$ cat src/rtl/seq_mag_comparator_if.sv
// Operand-load, compare-request and result signals of the sequential
// magnitude comparator, grouped so the block can be wired with one port.
interface seq_mag_comparator_if #(
  parameter int WIDTH = 8,
  parameter int NSEL  = (WIDTH / 4 > 1) ? $clog2(WIDTH / 4) : 1
);
  // Requests from the push-button side
  logic            load;
  logic            op_sel;
  logic [NSEL-1:0] nib_sel;
  logic [3:0]      Y;
  logic            start;
  logic            signed_mode;

  // Comparison results
  logic            l;
  logic            g;
  logic            e;
  logic            valid;
  logic            busy;

  modport master (
    output load, op_sel, nib_sel, Y, start, signed_mode,
    input  l, g, e, valid, busy
  );

  modport slave (
    input  load, op_sel, nib_sel, Y, start, signed_mode,
    output l, g, e, valid, busy
  );
endinterface

$ cat src/rtl/seq_mag_comparator.sv
// Bit-serial magnitude comparator. Operands A and B are built a nibble at a
// time from push-button loads; a start press snapshots both operands and
// walks them MSB first, one bit per clock, until a difference (or the LSB)
// decides l/g/e.
module seq_mag_comparator #(
  parameter int WIDTH = 8,
  parameter int NSEL  = (WIDTH / 4 > 1) ? $clog2(WIDTH / 4) : 1
) (
  input  logic                 clk,
  input  logic                 reset,
  seq_mag_comparator_if.slave  bus
);

  localparam int NNIB = WIDTH / 4;
  localparam int IW   = $clog2(WIDTH);

  typedef enum logic [1:0] {
    S_IDLE,
    S_CMP,
    S_DONE
  } state_e;

  // Button synchronisers, previous-value flops and post-reset arming
  logic       ld_s1_q, ld_s1_d, ld_s2_q, ld_s2_d, ld_prev_q, ld_prev_d;
  logic       st_s1_q, st_s1_d, st_s2_q, st_s2_d, st_prev_q, st_prev_d;
  logic       ld_arm_q, ld_arm_d, st_arm_q, st_arm_d;
  logic [1:0] fill_q, fill_d;
  logic       ld_edge, st_edge;

  // Live operands and the snapshot being compared
  logic [WIDTH-1:0] a_q, a_d, b_q, b_d;
  logic [WIDTH-1:0] a_snap_q, a_snap_d, b_snap_q, b_snap_d;
  logic             smode_q, smode_d;
  logic [IW-1:0]    idx_q, idx_d;

  // Control and results
  state_e state_q, state_d;
  logic   l_q, l_d, g_q, g_d, e_q, e_d;
  logic   valid_q, valid_d, busy_q, busy_d;

  logic   bit_a, bit_b, at_msb, a_wins;

  // A button held through reset must not count as a press: the chain is
  // only armed once it has seen a genuine post-reset low sample. fill_q
  // marks when the synchroniser holds real samples rather than reset zeros.
  assign ld_edge = ld_s2_q & ~ld_prev_q & ld_arm_q;
  assign st_edge = st_s2_q & ~st_prev_q & st_arm_q;

  // Synchroniser chains, previous-value flops and arming
  always_comb begin
    ld_s1_d   = bus.load;
    ld_s2_d   = ld_s1_q;
    ld_prev_d = ld_s2_q;
    st_s1_d   = bus.start;
    st_s2_d   = st_s1_q;
    st_prev_d = st_s2_q;
    fill_d    = {fill_q[0], 1'b1};
    ld_arm_d  = ld_arm_q | (fill_q[1] & ~ld_s2_q);
    st_arm_d  = st_arm_q | (fill_q[1] & ~st_s2_q);
  end

  // Nibble writes into A or B; an index with no matching nibble writes nothing
  always_comb begin
    // NOTE: every combinational output gets a default first so no path
    // through the block leaves it unassigned, which would infer a latch.
    a_d = a_q;
    b_d = b_q;
    if (ld_edge) begin
      for (int n = 0; n < NNIB; n++) begin
        if (int'(bus.nib_sel) == n) begin
          if (bus.op_sel) b_d[4*n +: 4] = bus.Y;
          else            a_d[4*n +: 4] = bus.Y;
        end
      end
    end
  end

  assign bit_a  = a_snap_q[idx_q];
  assign bit_b  = b_snap_q[idx_q];
  assign at_msb = (idx_q == IW'(WIDTH - 1));
  // In two's complement the sign bit has the opposite weight
  assign a_wins = bit_a ^ (smode_q & at_msb);

  // Comparator FSM: next state, snapshot, bit index and result
  always_comb begin
    state_d  = state_q;
    a_snap_d = a_snap_q;
    b_snap_d = b_snap_q;
    smode_d  = smode_q;
    idx_d    = idx_q;
    l_d      = l_q;
    g_d      = g_q;
    e_d      = e_q;
    valid_d  = 1'b0;

    case (state_q)
      S_IDLE: begin
        if (st_edge) begin
          // Snapshot the pre-write operands even if a load lands this cycle
          a_snap_d = a_q;
          b_snap_d = b_q;
          smode_d  = bus.signed_mode;
          idx_d    = IW'(WIDTH - 1);
          state_d  = S_CMP;
        end
      end
      S_CMP: begin
        if (bit_a != bit_b) begin
          g_d     = a_wins;
          l_d     = ~a_wins;
          e_d     = 1'b0;
          valid_d = 1'b1;
          state_d = S_DONE;
        end else if (idx_q != '0) begin
          idx_d = idx_q - IW'(1);
        end else begin
          g_d     = 1'b0;
          l_d     = 1'b0;
          e_d     = 1'b1;
          valid_d = 1'b1;
          state_d = S_DONE;
        end
      end
      S_DONE:  state_d = S_IDLE;
      default: state_d = S_IDLE;
    endcase

    // Start presses outside IDLE fall through the case untouched: dropped
    busy_d = (state_d != S_IDLE);
  end

  // State register with synchronous reset
  always_ff @(posedge clk) begin
    // NOTE: sequential state uses non-blocking assignments so every flop
    // samples pre-edge values regardless of statement order.
    if (reset) begin
      ld_s1_q   <= 1'b0;
      ld_s2_q   <= 1'b0;
      ld_prev_q <= 1'b0;
      st_s1_q   <= 1'b0;
      st_s2_q   <= 1'b0;
      st_prev_q <= 1'b0;
      ld_arm_q  <= 1'b0;
      st_arm_q  <= 1'b0;
      fill_q    <= '0;
      a_q       <= '0;
      b_q       <= '0;
      a_snap_q  <= '0;
      b_snap_q  <= '0;
      smode_q   <= 1'b0;
      idx_q     <= '0;
      state_q   <= S_IDLE;
      l_q       <= 1'b0;
      g_q       <= 1'b0;
      e_q       <= 1'b0;
      valid_q   <= 1'b0;
      busy_q    <= 1'b0;
    end else begin
      ld_s1_q   <= ld_s1_d;
      ld_s2_q   <= ld_s2_d;
      ld_prev_q <= ld_prev_d;
      st_s1_q   <= st_s1_d;
      st_s2_q   <= st_s2_d;
      st_prev_q <= st_prev_d;
      ld_arm_q  <= ld_arm_d;
      st_arm_q  <= st_arm_d;
      fill_q    <= fill_d;
      a_q       <= a_d;
      b_q       <= b_d;
      a_snap_q  <= a_snap_d;
      b_snap_q  <= b_snap_d;
      smode_q   <= smode_d;
      idx_q     <= idx_d;
      state_q   <= state_d;
      l_q       <= l_d;
      g_q       <= g_d;
      e_q       <= e_d;
      valid_q   <= valid_d;
      busy_q    <= busy_d;
    end
  end

  assign bus.l     = l_q;
  assign bus.g     = g_q;
  assign bus.e     = e_q;
  assign bus.valid = valid_q;
  assign bus.busy  = busy_q;

endmodule

$ cat src/flat_wrapper.sv
// flat-port wrapper written by rule: the top's interface ports become plain ports
module seq_mag_comparator_flat 
#(
  parameter int WIDTH = 8,
  parameter int NSEL  = (WIDTH / 4 > 1) ? $clog2(WIDTH / 4) : 1
)
  (clk, reset, bus_load, bus_op_sel, bus_nib_sel, bus_Y, bus_start, bus_signed_mode, bus_l, bus_g, bus_e, bus_valid, bus_busy);
  seq_mag_comparator_if #(.WIDTH(WIDTH), .NSEL(NSEL)) bus_i ();
  input  logic clk;
  input  logic reset;
  input wire logic [$bits(bus_i.load)-1:0] bus_load;
  input wire logic [$bits(bus_i.op_sel)-1:0] bus_op_sel;
  input wire logic [$bits(bus_i.nib_sel)-1:0] bus_nib_sel;
  input wire logic [$bits(bus_i.Y)-1:0] bus_Y;
  input wire logic [$bits(bus_i.start)-1:0] bus_start;
  input wire logic [$bits(bus_i.signed_mode)-1:0] bus_signed_mode;
  output wire logic [$bits(bus_i.l)-1:0] bus_l;
  output wire logic [$bits(bus_i.g)-1:0] bus_g;
  output wire logic [$bits(bus_i.e)-1:0] bus_e;
  output wire logic [$bits(bus_i.valid)-1:0] bus_valid;
  output wire logic [$bits(bus_i.busy)-1:0] bus_busy;
  assign bus_i.load = bus_load;
  assign bus_i.op_sel = bus_op_sel;
  assign bus_i.nib_sel = bus_nib_sel;
  assign bus_i.Y = bus_Y;
  assign bus_i.start = bus_start;
  assign bus_i.signed_mode = bus_signed_mode;
  assign bus_l = bus_i.l;
  assign bus_g = bus_i.g;
  assign bus_e = bus_i.e;
  assign bus_valid = bus_i.valid;
  assign bus_busy = bus_i.busy;
  seq_mag_comparator #(.WIDTH(WIDTH), .NSEL(NSEL)) u_core (.clk(clk), .reset(reset), .bus(bus_i));
endmodule
$ cat config.mk
export PLATFORM = sky130hd
export DESIGN_NAME = seq_mag_comparator_flat
export DESIGN_NICKNAME = d
export VERILOG_FILES = /design/src/rtl/seq_mag_comparator_if.sv /design/src/rtl/seq_mag_comparator.sv /design/src/flat_wrapper.sv
export SDC_FILE = /design/constraint.sdc
export NUM_CORES = 1
export LEC_CHECK = 0
export CAP_MARGIN = 20
export CORE_ASPECT_RATIO = 1.2
export CORE_MARGIN = 4
export CORE_UTILIZATION = 45
export DETAILED_ROUTE_END_ITERATION = 10
export PLACE_DENSITY = 0.68
export SETUP_SLACK_MARGIN = 0.4
export SYNTH_ARGS = -nofsm -noshare
export SYNTH_HDL_FRONTEND = slang
export SYNTH_SLANG_ARGS = --single-unit
export TNS_END_PERCENT = 20
$ cat constraint.sdc
create_clock -name clk -period 2.55 [get_ports clk]
set_clock_uncertainty 0.15 [all_clocks]
set_input_delay 0.765 -clock clk [delete_from_list [all_inputs] [get_ports clk]]
set_output_delay 0.765 -clock clk [all_outputs]
set_load 0.01 [all_outputs]
==> metrics list, run 1 <==
- Outcome: completed
- In this run the core area contains 26 standard-cell rows.
- Buffer type at the clock tree root: sky130_fd_sc_hd__clkbuf_8
* Unrepaired setup endpoints after global routing: true
- For the worst setup path, the data arrival time is 2190 ps.
* Kind of launch point of the worst setup path: flip-flop
- Clock slew seen by the registers of the worst setup and hold paths: 90 ps
- Core area: 4360 um2
- The detail route stage leaves a number of antenna-violating nets equal to 0.
- Logic pwr share: 4.8%
- Per-cell via count in the routed design: 5.07
* Number of top-level design ports: 16
- Count of TritonRoute iterations in the first routing pass: 4
* Actual transition at the worst max-transition pin: 402 ps
- Measured on the finished design, the core utilization comes to 55.7%.
- At the end of routability-driven placement, the weighted congestion stood at 0.829.
- Subtracting the final worst setup slack from the clock period gives 2110 ps.
- P&R area growth vs syn: 17.0%
- In this run the worst hold path is classified as flip-flop to flip-flop.
- After detailed routing, the average wire length per cell comes to 13.5 um.
* Library cells used by synthesis: 27
- Count of pins over their slew limit: 0
- In this run the static leakage power is 0.853 nW.
- Counting every net in the synthesized netlist gives 218.
* Final routed wirelength across all metal layers: 3820 um
* Sequential Power Share: 61.6%
- Net switching component of the power: 0.307 mW
- Synthesized area divided by synthesized cell count: 10.2 um2
* Hold path start: u_core.st_s1_q
- Fill cells in the final layout number 406.
* Source of the worst register-to-register timing path: u_core.idx_q[0]
* Post-synth ARST share: 0%
- The repair_antennas step left the layout with diodes totalling 0.
- Count of max-cap constraint violations: 0
* CTS max path bufs: 2
- Tot GR Track Use: 14.7%
- Total number of vias: 1,436
* Worst r2r dst: u_core.idx_q[1]
* Switching Fraction: 22.4%
- By area the synthesized netlist is led by sky130_fd_sc_hd__dfxtp_1 (51%), sky130_fd_sc_hd__mux2i_1 (14%), sky130_fd_sc_hd__nor2_1 (7.6%), sky130_fd_sc_hd__mux4_2 (4.3%), sky130_fd_sc_hd__a21oi_1 (2.4%).
* Die span in x: 70.0 um
- For the worst-skew pair, the clock arrives at the later sink with an insertion delay of 300 ps.
* Minimum setup slack among reg-to-reg paths: 440 ps
* Number of instances in the synthesized netlist: 204
- Number of design-rule violations left by the first detailed-router iteration: 70
* TritonCTS Sinks: 53
- Die footprint: 5760 um2
- Required time at the endpoint of the critical path: 2630 ps
- Cell count of the worst reg-to-reg path: 5
- Peak supply drop: 0.403 mV
- Cell type with the highest aggregate area in the netlist: sky130_fd_sc_hd__dfxtp_1
* Initial core utilization: 47.6%
* # setup viols final: 0
- Entering global routing, the biggest net connects 23 pins.
- Counting flops with a built-in enable in the synthesized netlist gives 0.
- For this run, the number of Yosys warnings is 0.
- Internal power summed over all cells: 1.06 mW
- In this run, CTS created clock tree buffers numbering 5.
- Worst relative slew slack: 73.1%
- Main flop type after synthesis: sky130_fd_sc_hd__dfxtp_1
- The mapped netlist covers 2070 um2.
- The final count of hold timing violations is 0.
- Hold bufs inserted after CTS: 0
- After layout, the worst path uses 82.9% of the clock period.
- Clock share of power: 33.6%
- In the final layout, the share of cells above drive strength 1 is 12.8%.
- The number of global-route vias before repair came to 1,435.
- Setup total negative slack on the finished layout was measured at 0 ps.
* Synthesis-stage register bit count: 53
* End point of the critical path: u_core.idx_q[1]
- Proportion of netlist area held by the largest area contributor: 51.2%
- Port bufs: 15
- Clock tree from TritonCTS: yes
- In this run the worst path has a maximum fanout of 6.
- Tracing the worst setup path back leads to its startpoint at u_core.idx_q[0].
- Count of nets after finishing: 240
- Height of the chip: 82.4 um
- Critical Setup Path Class: flip-flop to flip-flop
- HPWL after DPL: 2620 um
* Register area share after synthesis: 51.2%
* Antenna violations before repair: 0
- Total number of H-tree levels: 2
* Wire length of the first global-routing pass: 6640 um
* PwrDens: 564 nW/um2
- Static timing analysis puts the maximum clock frequency at 473 MHz.
* DRC Markers: 0
* Overflow after GRT: 0
- CP Capture Type: flip-flop
[area by class of cell]
cell class | count | area [um2] | area share, %
Inverter | 5 | 18.8 | 0.774
Multi-Input combinational cell | 135 | 961 | 39.6
Tap cell | 56 | 70.1 | 2.89
Clock inverter | 1 | 7.51 | 0.309
Clock buffer | 7 | 76.3 | 3.15
Timing Repair Buffer | 26 | 228 | 9.39
Sequential cell | 53 | 1060 | 43.9
[power by group through the flow]
stage	registers [mW]	logic [mW]	clock network (mW)
after floorplan	0.861	0.0363	0
after global placement	0.864	0.0646	0
after detailed placement	0.864	0.0645	0
after global routing	0.846	0.0723	0.495
final	0.844	0.0651	0.460
after CTS	0.844	0.0656	0.478
[critical path: stages (launching register included)]
cell                       delay [ps]
sky130_fd_sc_hd__dfxtp_4          410
sky130_fd_sc_hd__mux4_2           550
sky130_fd_sc_hd__mux2i_4          200
sky130_fd_sc_hd__xnor2_2          180
sky130_fd_sc_hd__mux2_1           360
sky130_fd_sc_hd__a221oi_2         200
[cells by family (layout without fill, tap and decap cells)]
group / Yosys count / in the layout / synth area share, %
buffers and inverters: 16 / 39 / 3.26
DFF: 53 / 53 / 51.2
muxes: 36 / 36 / 21.1
xor gates and xnor gates: 2 / 2 / 0.845
adders and majority gates: 3 / 3 / 1.81
AOI/OAI and AO/OA: 17 / 17 / 5.37
and+or+nand+nor: 77 / 77 / 16.5
[Yosys cell counts (all sizes together), types with 2 or more instances]
| cell type | count |
|---|---|
| mux2i | 31 |
| a211oi | 3 |
| mux4 | 4 |
| nor2b | 8 |
| inv | 5 |
| dfxtp | 53 |
| ha | 3 |
| nor4 | 2 |
| nand3 | 7 |
| clkbuf | 10 |
| a21oi | 10 |
| nor2 | 42 |
| nand2 | 9 |
| nor3 | 5 |
[per-stage QoR]
stage / instance area [um2] / instances / setup slack [ps] / hold WS, ps / total power, mW
detailed placement: 2310 / 272 / 195 / 277 / 0.929
finish: 2430 / 283 / 435 / 296 / 1.37
global placement: 2310 / 272 / 273 / 272 / 0.929
global route: 2430 / 283 / 350 / 313 / 1.41
floorplan: 2080 / 204 / 422 / 264 / 0.897
CTS: 2420 / 283 / 423 / 301 / 1.39
[cells in the final DEF (no fill, tap or decap), types with 4 or more instances in the layout]
cell type                         synthesis  layout
sky130_fd_sc_hd__nor2_1                  42      41
sky130_fd_sc_hd__clkdlybuf4s50_1          0      14
sky130_fd_sc_hd__a21oi_1                 10      10
sky130_fd_sc_hd__mux2i_1                 29      29
sky130_fd_sc_hd__clkbuf_8                 0       5
sky130_fd_sc_hd__nor3_1                   5       5
sky130_fd_sc_hd__mux4_2                   4       4
sky130_fd_sc_hd__buf_4                    0      11
sky130_fd_sc_hd__inv_1                    5       5
sky130_fd_sc_hd__dfxtp_1                 53      52
sky130_fd_sc_hd__nand2_1                  9       9
sky130_fd_sc_hd__nor2b_1                  8       8
sky130_fd_sc_hd__nand3_1                  7       7
[registers in the layout, indices dropped and copies added (netlist names)]
register          cells
u_core.a_q            8
u_core.a_snap_q       8
u_core.b_q            8
u_core.b_snap_q       8
u_core.idx_q          3
u_core.fill_q         2
u_core.state_q        2
u_core.bus.busy       1
u_core.bus.e          1
u_core.bus.g          1
u_core.bus.l          1
u_core.bus.valid      1
u_core.ld_arm_q       1
u_core.ld_prev_d      1
u_core.ld_prev_q      1
u_core.ld_s1_q        1
u_core.smode_q        1
u_core.st_arm_q       1
u_core.st_prev_d      1
u_core.st_prev_q      1
u_core.st_s1_q        1
[layer usage]
layer	up-vias	part of all wire, %	GRT usage (%)
met1	669	48	18.2
met4	0	1.7	5.75
li1	740	-	-
met2	21	46	24.7
met3	6	3.4	3.75
met5	-	0	0
[timing repair]
item | 4_1_cts | 5_1_grt
setup endpoints to repair | 6 | 5
buffers inserted | 3 | 0
resized for setup | 2 | 1
[how the worst min path moves through the flow]
stage	end	slack, ps	cells after the start
2_1_floorplan	u_core.fill_q[1]	260	1
3_3_place_gp	u_core.fill_q[1]	270	1
3_5_place_dp	u_core.st_prev_d	280	1
4_1_cts	u_core.st_prev_d	300	1
5_1_grt	u_core.fill_q[1]	310	1
6_report	u_core.st_prev_d	300	1
Power figures use the tool's default switching activity.
==> inputs of run 2 (changes only) <==
PLACE_DENSITY = 0.71   (was 0.68)
clock period = 1.9 ns   (was 2.55 ns; I/O delays follow)
==> run 2 against run 1 <==
The flow now finishes with violations (negative setup slack). Register-to-register slack worse by 610 ps. Combinational power is 42% higher. Sequential power is 34% higher. Wire length is 5.3% higher. Count of clock-buffer cells in the layout is 1 lower. First-iteration DRC count is 5.7% lower. Sequential share of layout area is 2.3 points lower. Non-clock buffer count is 8 higher. Flip-flop and latch count stayed put. Cell count is 2.8% higher. Power is 37% higher. Largest cell class unchanged.
==> metrics list, run 2 (synthesis results as in run 1) <==
- CP Capture Type: flip-flop
* Via count of the first global-routing pass: 1,409 (-1.8%)
- The signal on the critical path passes through mux4_2, mux2i_4, xnor2_2, mux2_4, a221oi_2.
- Detailed-route wire length per cell: 13.8 um (+2.4%)
- The core outline area came to 4360 um2 (unchanged).
* Hold bufs inserted after CTS: 0 (unchanged)
- TritonCTS built the clock tree.
- The die outline width was 70.0 um (unchanged).
- Violated checks: negative setup slack
- Unrepaired setup endpoints after global routing: true
- The number of ports placed on the die boundary came to 16 (unchanged).
* Logic depth of the worst path, buffers included: 5 (unchanged)
- The pin count of the biggest net entering global routing was 26 (+13%).
- The number of rows created at floorplan came to 26 (unchanged).
* Internal power summed over all cells: 1.46 mW (+38%)
* Switching Fraction: 22.3% (-0.14 points)
- The reported leakage power was 0.921 nW (+8.0%).
* Number of placed instances with taps included: 283 (+4.0%)
* Post-route fraction of the period consumed by the critical path: 109% (+26 points)
- Total number of H-tree levels: 2 (unchanged)
- The highest achievable clock rate was 482 MHz (+1.9%).
- Actual transition at the worst max-transition pin: 330 ps (-72.7 ps)
- Finished Layout Cells: 291 (+2.8%)
- The final design area excluding fillers came to 2570 um2 (+5.9%).
- The aggregate negative setup slack was -609 ps (-609 ps).
* Count of max-cap constraint violations: 0 (unchanged)
- DRC Markers: 0 (unchanged)
- Buffer type at the clock tree root: sky130_fd_sc_hd__clkbuf_8
- Hold-critical path depth: 1 (unchanged)
- The buffer depth of the longest clock path is 2 (unchanged).
- Required time at the endpoint of the critical path: 1970 ps (-660 ps)
- The ratio of cells with drive above 1 in the final layout came to 25.5% (+13 points).
- Final Hold Fails: 0 (unchanged)
- Minimum setup slack among reg-to-reg paths: -170 ps (-610 ps)
- The combinational power share is 4.9% (about the same).
* PwrDens: 732 nW/um2 (+30%)
- The critical path arrival was 2140 ps (-50 ps).
- Peak supply drop: 0.514 mV (+28%)
- Count of nets after finishing: 248 (+3.3%)
* Min-Delay Path Class: flip-flop to flip-flop
- The reported net switching power is 0.419 mW (+37%).
- The overall die area was 5760 um2 (unchanged).
- Source of the worst register-to-register timing path: u_core.idx_q[0]
- The layout filler cell count came to 382 (-5.9%).
* Count of pins over their slew limit: 0 (unchanged)
* # setup viols final: 7 (+7)
- Clock slew seen by the registers of the worst setup and hold paths: 90 ps (about the same)
- The total vias in the final route is 1,475 (+2.7%).
* Crit path largest cell delay: 540 ps (about the same)
- Antenna violation net count after detailed routing: 0 (unchanged)
- Critical Setup Path Class: flip-flop to flip-flop
- Leading cell type in the layout, fill and taps excluded: sky130_fd_sc_hd__dfxtp_1
- The ratio of routed vias to standard cells is 5.07 (-0.11%).
- Height of the chip: 82.4 um (unchanged)
- N_diodes: 0 (unchanged)
- Cts bufs inserted: 5 (unchanged)
* Tot GR Track Use: 15.3% (+0.61 points)
- Overflow after GRT: 0 (unchanged)
- The worst hold path terminates at u_core.st_prev_d.
- Hold path start: u_core.st_s1_q
- Clock share of power: 34.9% (+1.3 points)
- The post-route minimum period came to 2070 ps (-40.2 ps).
* TritonCTS Sinks: 53 (unchanged)
* Number of design-rule violations left by the first detailed-router iteration: 66 (-5.7%)
- Worst relative slew slack: 78.0% (+4.9 points)
- Kind of launch point of the worst setup path: flip-flop
- The total wirelength of the detailed-routed design was 4020 um (+5.3%).
- Outcome: finished with violations
* Area after DPL: 2410 um2 (+4.3%)
- Highest-count cells in the layout ignoring fill and taps: sky130_fd_sc_hd__dfxtp_1 (49), sky130_fd_sc_hd__nor2_1 (40), sky130_fd_sc_hd__mux2i_1 (29)
* HPWL after DPL: 2950 um (+13%)
- The area growth from synthesis to layout is 24.0%.
- In this design, the largest share of critical-path delay is due to multiplexers.
- Sequential Power Share: 60.2% (-1.4 points)
- In this run the critical register-to-register path is captured at u_core.idx_q[1].
* Cell count of the worst reg-to-reg path: 5 (unchanged)
- The wire length of the first global-routing pass came to 6800 um (+2.5%).
* Port bufs: 15 (unchanged)
- Count of buffering cells on the critical path with inverters included: 0 (unchanged)
* Routability cong.: 0.853 (+2.9%)
* Worst-Skew Late Latency: 300 ps (about the same)
* Final critical-path setup slack: -174 ps (-610 ps)
- The worst hold-check slack is 297 ps (+1.11 ps).
- Antenna violations before repair: 0 (unchanged)
* Worst-path fanout max: 6 (unchanged)
- Initial core utilization: 47.6% (unchanged)
- Cell with the biggest individual delay on the critical path: sky130_fd_sc_hd__mux4_2
- The first-pass iteration count of the detailed router was 4 (unchanged).
- The buffer count from post-CTS setup fixing is 0 (-3).
-- run 2: power by group through the flow --
stage / Sequential, mW / Clock, mW / Combinational, mW
after floorplan: 1.16 / 0 / 0.0489
after global routing: 1.14 / 0.728 / 0.102
after global placement: 1.16 / 0 / 0.0908
after CTS: 1.13 / 0.682 / 0.0912
final: 1.13 / 0.657 / 0.0924
after detailed placement: 1.16 / 0 / 0.0911
-- run 2: area by class of cell --
type / count / area (um2) / share of cell area [%]
sequential: 53 / 1070 / 41.6
multi-input combinational: 135 / 1020 / 39.9
timing repair buffer: 34 / 292 / 11.3
clock buffer: 6 / 82.6 / 3.21
tap: 56 / 70.1 / 2.73
inverter: 5 / 18.8 / 0.730
clock inverter: 2 / 13.8 / 0.536
-- run 2: worst max path at each step --
stage                                from         endpoint  slack [ps]
final                     u_core.idx_q[0]  u_core.idx_q[1]        -170
after global routing      u_core.idx_q[0]  u_core.idx_q[1]        -250
after CTS                 u_core.idx_q[0]  u_core.idx_q[1]        -180
after detailed placement  u_core.idx_q[0]     u_core.bus.g        -210
after global placement         bus_op_sel    u_core.b_q[1]        -130
after floorplan           u_core.idx_q[0]  u_core.idx_q[1]        -190
-- run 2: timing repair --
action	in CTS	in global routing
resized for setup	31	8
pin swaps	4	12
setup endpoints to repair	38	33
-- run 2: metrics by stage --
stage	total power [mW]	utilization [%]	setup WS [ps]
2_1_floorplan	1.20	-	-190
3_3_place_gp	1.25	55.4	-129
3_5_place_dp	1.25	55.4	-206
4_1_cts	1.91	58.4	-184
5_1_grt	1.97	59.0	-247
6_report	1.88	59.0	-174
-- run 2: per-layer routing --
| layer | vias to the layer above | global-route usage, % | part of all wire (%) |
|---|---|---|---|
| li1 | 753 | - | - |
| met4 | 0 | 5.17 | 1.4 |
| met1 | 684 | 18.4 | 46 |
| met2 | 31 | 26.9 | 49 |
| met3 | 7 | 3.75 | 3.7 |
| met5 | - | 0 | 0 |
-- run 2: worst register-to-register path, stage by stage, from the launching register on --
cell                       delay [ps]
sky130_fd_sc_hd__dfxtp_4          410
sky130_fd_sc_hd__mux4_2           540
sky130_fd_sc_hd__mux2i_4          200
sky130_fd_sc_hd__xnor2_2          160
sky130_fd_sc_hd__mux2_4           320
sky130_fd_sc_hd__a221oi_2         210
==> inputs of run 3 (changes only) <==
--- a/config.mk
+++ b/config.mk
@@ -10,4 +10,5 @@
 export CORE_MARGIN = 4
 export CORE_UTILIZATION = 45
+export CTS_CLUSTER_SIZE = 20
 export DETAILED_ROUTE_END_ITERATION = 10
 export PLACE_DENSITY = 0.71
--- a/constraint.sdc
+++ b/constraint.sdc
@@ -3,3 +3,3 @@
 set_input_delay 0.57 -clock clk [delete_from_list [all_inputs] [get_ports clk]]
 set_output_delay 0.57 -clock clk [all_outputs]
-set_load 0.01 [all_outputs]
+set_load 0.05 [all_outputs]
==> run 3 against run 2 <==
The flow still finishes with violations (negative setup slack). Flip-flop and latch count did not move. Global-route usage rose by 0.25 points. Combinational power rose by 6.6%. Highest routed layer unchanged. Clock power rose by 15%. Wire length rose by 3.9%. Cell area rose by 3.0%.
==> metrics list, run 3 (synthesis results as in run 1) <==
- Outcome: finished with violations
- The final reports fail on negative setup slack.
- The largest individual stage delay along the critical path comes from the cell sky130_fd_sc_hd__mux4_2.
* Kind of launch point of the worst setup path: flip-flop
* Standby leakage power: 0.947 nW (+2.8%)
- Leaving out fill and tap cells, the most frequent cell in the layout is sky130_fd_sc_hd__dfxtp_1.
- The die outline width is 70.0 um (unchanged).
- Hold bufs inserted after CTS: 0 (unchanged)
* Routability cong.: 0.904 (+5.9%)
- Initial core utilization: 47.6% (unchanged)
* Logic pwr share: 5.0% (about the same)
- The min-delay analysis places its worst path in the category flip-flop to flip-flop.
* TritonCTS Sinks: 53 (unchanged)
- Number of design-rule violations left by the first detailed-router iteration: 81 (+23%)
* Detailed-route wire length per cell: 14.3 um (+3.5%)
- Core area: 4360 um2 (unchanged)
- The buffer depth of the longest clock path came to 2 (unchanged).
* DRC Markers: 0 (unchanged)
- Count of pins over their slew limit: 0 (unchanged)
* Antenna violations before repair: 0 (unchanged)
- Via count of the first global-routing pass: 1,526 (+8.3%)
* Worst relative slew slack: 79.1% (+1.1 points)
- Post-route fraction of the period consumed by the critical path: 110% (+0.94 points)
- Hold path start: u_core.st_s1_q
- Unrepaired setup endpoints after global routing: true
- The tree is rooted in a sky130_fd_sc_hd__clkbuf_8.
- Layout Cell Area excl Fill: 2650 um2 (+3.0%)
* Crit path largest cell delay: 540 ps (about the same)
- Clock slew seen by the registers of the worst setup and hold paths: 90 ps (about the same)
* Cell count of the worst reg-to-reg path: 5 (unchanged)
- The reported net switching power was 0.421 mW (+0.54%).
* Count of buffering cells on the critical path with inverters included: 0 (unchanged)
* Port bufs: 15 (unchanged)
- Wire length of the first global-routing pass: 6970 um (+2.4%)
* Cts bufs inserted: 5 (unchanged)
- Count of TritonRoute iterations in the first routing pass: 4 (unchanged)
* Worst-path fanout max: 6 (unchanged)
- Largest net degree at the start of global routing: 19 (-27%)
- Worst r2r dst: u_core.idx_q[1]
- The total wirelength of the detailed-routed design was 4180 um (+3.9%).
- Internal power summed over all cells: 1.57 mW (+7.1%)
- Total number of H-tree levels: 2 (unchanged)
- The y dimension of the die was 82.4 um (unchanged).
* Peak supply drop: 0.716 mV (+39%)
- TritonCTS built the clock tree.
* HPWL after DPL: 3060 um (+3.6%)
- Share of layout cells above drive strength 1: 25.8% (+0.32 points)
- The aggregate negative setup slack was -773 ps (-163 ps).
- Antenna violation net count after detailed routing: 0 (unchanged)
- N_diodes: 0 (unchanged)
* Area of all sequential standard cells: 1070 um2 (+0.23%)
- The critical path arrival came to 2150 ps (about the same).
* # setup viols final: 7 (unchanged)
* Worst-Skew Late Latency: 300 ps (about the same)
* Final core utilization: 60.7% (+1.8 points)
- The post-route worst setup slack came to -192 ps (-17.9 ps).
- Count of nets after finishing: 249 (+0.40%)
- In the layout the commonest cells are sky130_fd_sc_hd__dfxtp_1 (47), sky130_fd_sc_hd__nor2_1 (41), sky130_fd_sc_hd__mux2i_1 (29).
* Minimum setup slack among reg-to-reg paths: -190 ps (-20 ps)
- Switching Fraction: 21.2% (-1.1 points)
- Required time at the endpoint of the critical path: 1960 ps (about the same)
- Endpoint with the worst hold slack: u_core.st_prev_d
- The layout filler cell count came to 375 (-1.8%).
- The area occupied by multi-input gates is 1010 um2 (-0.98%).
- The overall overflow remaining after global route was 0 (unchanged).
- The power share of the sequential group is 57.1% (-3.1 points).
- Area after DPL: 2460 um2 (+1.8%)
* Clock share of power: 38.0% (+3.1 points)
- The number of ports placed on the die boundary was 16 (unchanged).
* PwrDens: 751 nW/um2 (+2.6%)
* Per-cell via count in the routed design: 5.17 (+2.1%)
- The final count of hold timing violations is 0 (unchanged).
- The number of max-capacitance violations reported was 0 (unchanged).
* Hold-critical path depth: 1 (unchanged)
- Cell chain of the critical path: mux4_2, mux2i_4, xnor2_2, mux2_4, a221oi_2
* Tot GR Track Use: 15.5% (+0.25 points)
- In this design, the largest share of critical-path delay is due to multiplexers.
- Time the worst path needs with I/O delays and setup: 2090 ps (+17.9 ps)
* Worst hold margin: 295 ps (-2.12 ps)
- Die footprint: 5760 um2 (unchanged)
* Total number of vias: 1,511 (+2.4%)
- The worst setup path is of the flip-flop to flip-flop kind.
* Actual transition at the worst max-transition pin: 314 ps (-16.1 ps)
- The worst setup path is captured at a flip-flop.
* Highest clock rate: 478 MHz (-0.86%)
- P&R area growth vs syn: 27.6%
- The worst register-to-register path begins at u_core.idx_q[0].
- Number of standard-cell rows in the floorplan: 26 (unchanged)
==> run 3: worst max-delay path by stage <==
stage	endpoint	slack, ps	depth (start not counted)	start
after floorplan	u_core.idx_q[1]	-190	6	u_core.idx_q[0]
after global placement	u_core.idx_q[1]	-130	5	u_core.idx_q[0]
after detailed placement	u_core.idx_q[1]	-180	5	u_core.idx_q[0]
after CTS	u_core.idx_q[1]	-170	5	u_core.idx_q[0]
after global routing	u_core.idx_q[1]	-270	5	u_core.idx_q[0]
final	u_core.idx_q[1]	-190	5	u_core.idx_q[0]
==> run 3: power groups by stage <==
stage          clock network, mW  logic, mW  registers (mW)
2_1_floorplan                  0     0.0489            1.16
3_3_place_gp                   0     0.0954            1.16
3_5_place_dp                   0     0.0958            1.16
4_1_cts                    0.777     0.0970            1.13
5_1_grt                    0.824      0.107            1.14
6_report                   0.755     0.0985            1.13
==> run 3: layout make-up <==
| class | count | share of cell area, % |
|---|---|---|
| repair buffers | 35 | 13.6 |
| clock inverters | 3 | 1.65 |
| clock buffers | 5 | 2.60 |
| flip-flops and latches | 53 | 40.5 |
| multi-input cells | 135 | 38.3 |
| well taps | 56 | 2.65 |
| inverters | 5 | 0.709 |
==> run 3: stage by stage <==
| step | cells | power, mW | setup WS (ps) |
|---|---|---|---|
| after floorplan | 204 | 1.21 | -190 |
| after global placement | 282 | 1.26 | -133 |
| after detailed placement | 282 | 1.26 | -177 |
| after CTS | 292 | 2.01 | -166 |
| after global routing | 292 | 2.07 | -271 |
| final | 292 | 1.99 | -192 |
==> run 3: worst reg2reg max path: stages, from the launching register on <==
cell,delay (ps)
sky130_fd_sc_hd__dfxtp_4,410
sky130_fd_sc_hd__mux4_2,540
sky130_fd_sc_hd__mux2i_4,200
sky130_fd_sc_hd__xnor2_2,160
sky130_fd_sc_hd__mux2_4,320
sky130_fd_sc_hd__a221oi_2,230
==> run 3: layer usage <==
layer	part of all wire (%)	track usage (%)	vias up
met5	0	0	-
met4	2.6	7.47	0
met3	3.0	2.91	12
met2	51	28.7	32
met1	44	17.3	714
li1	-	-	753
==> run 3: timing repair <==
action                                  4_1_cts  5_1_grt
endpoints found under the setup margin       40       34
setup buffers                                 2        0
resized for setup                            16        5
hold endpoints to repair                      0        0
pin swaps                                     6       17
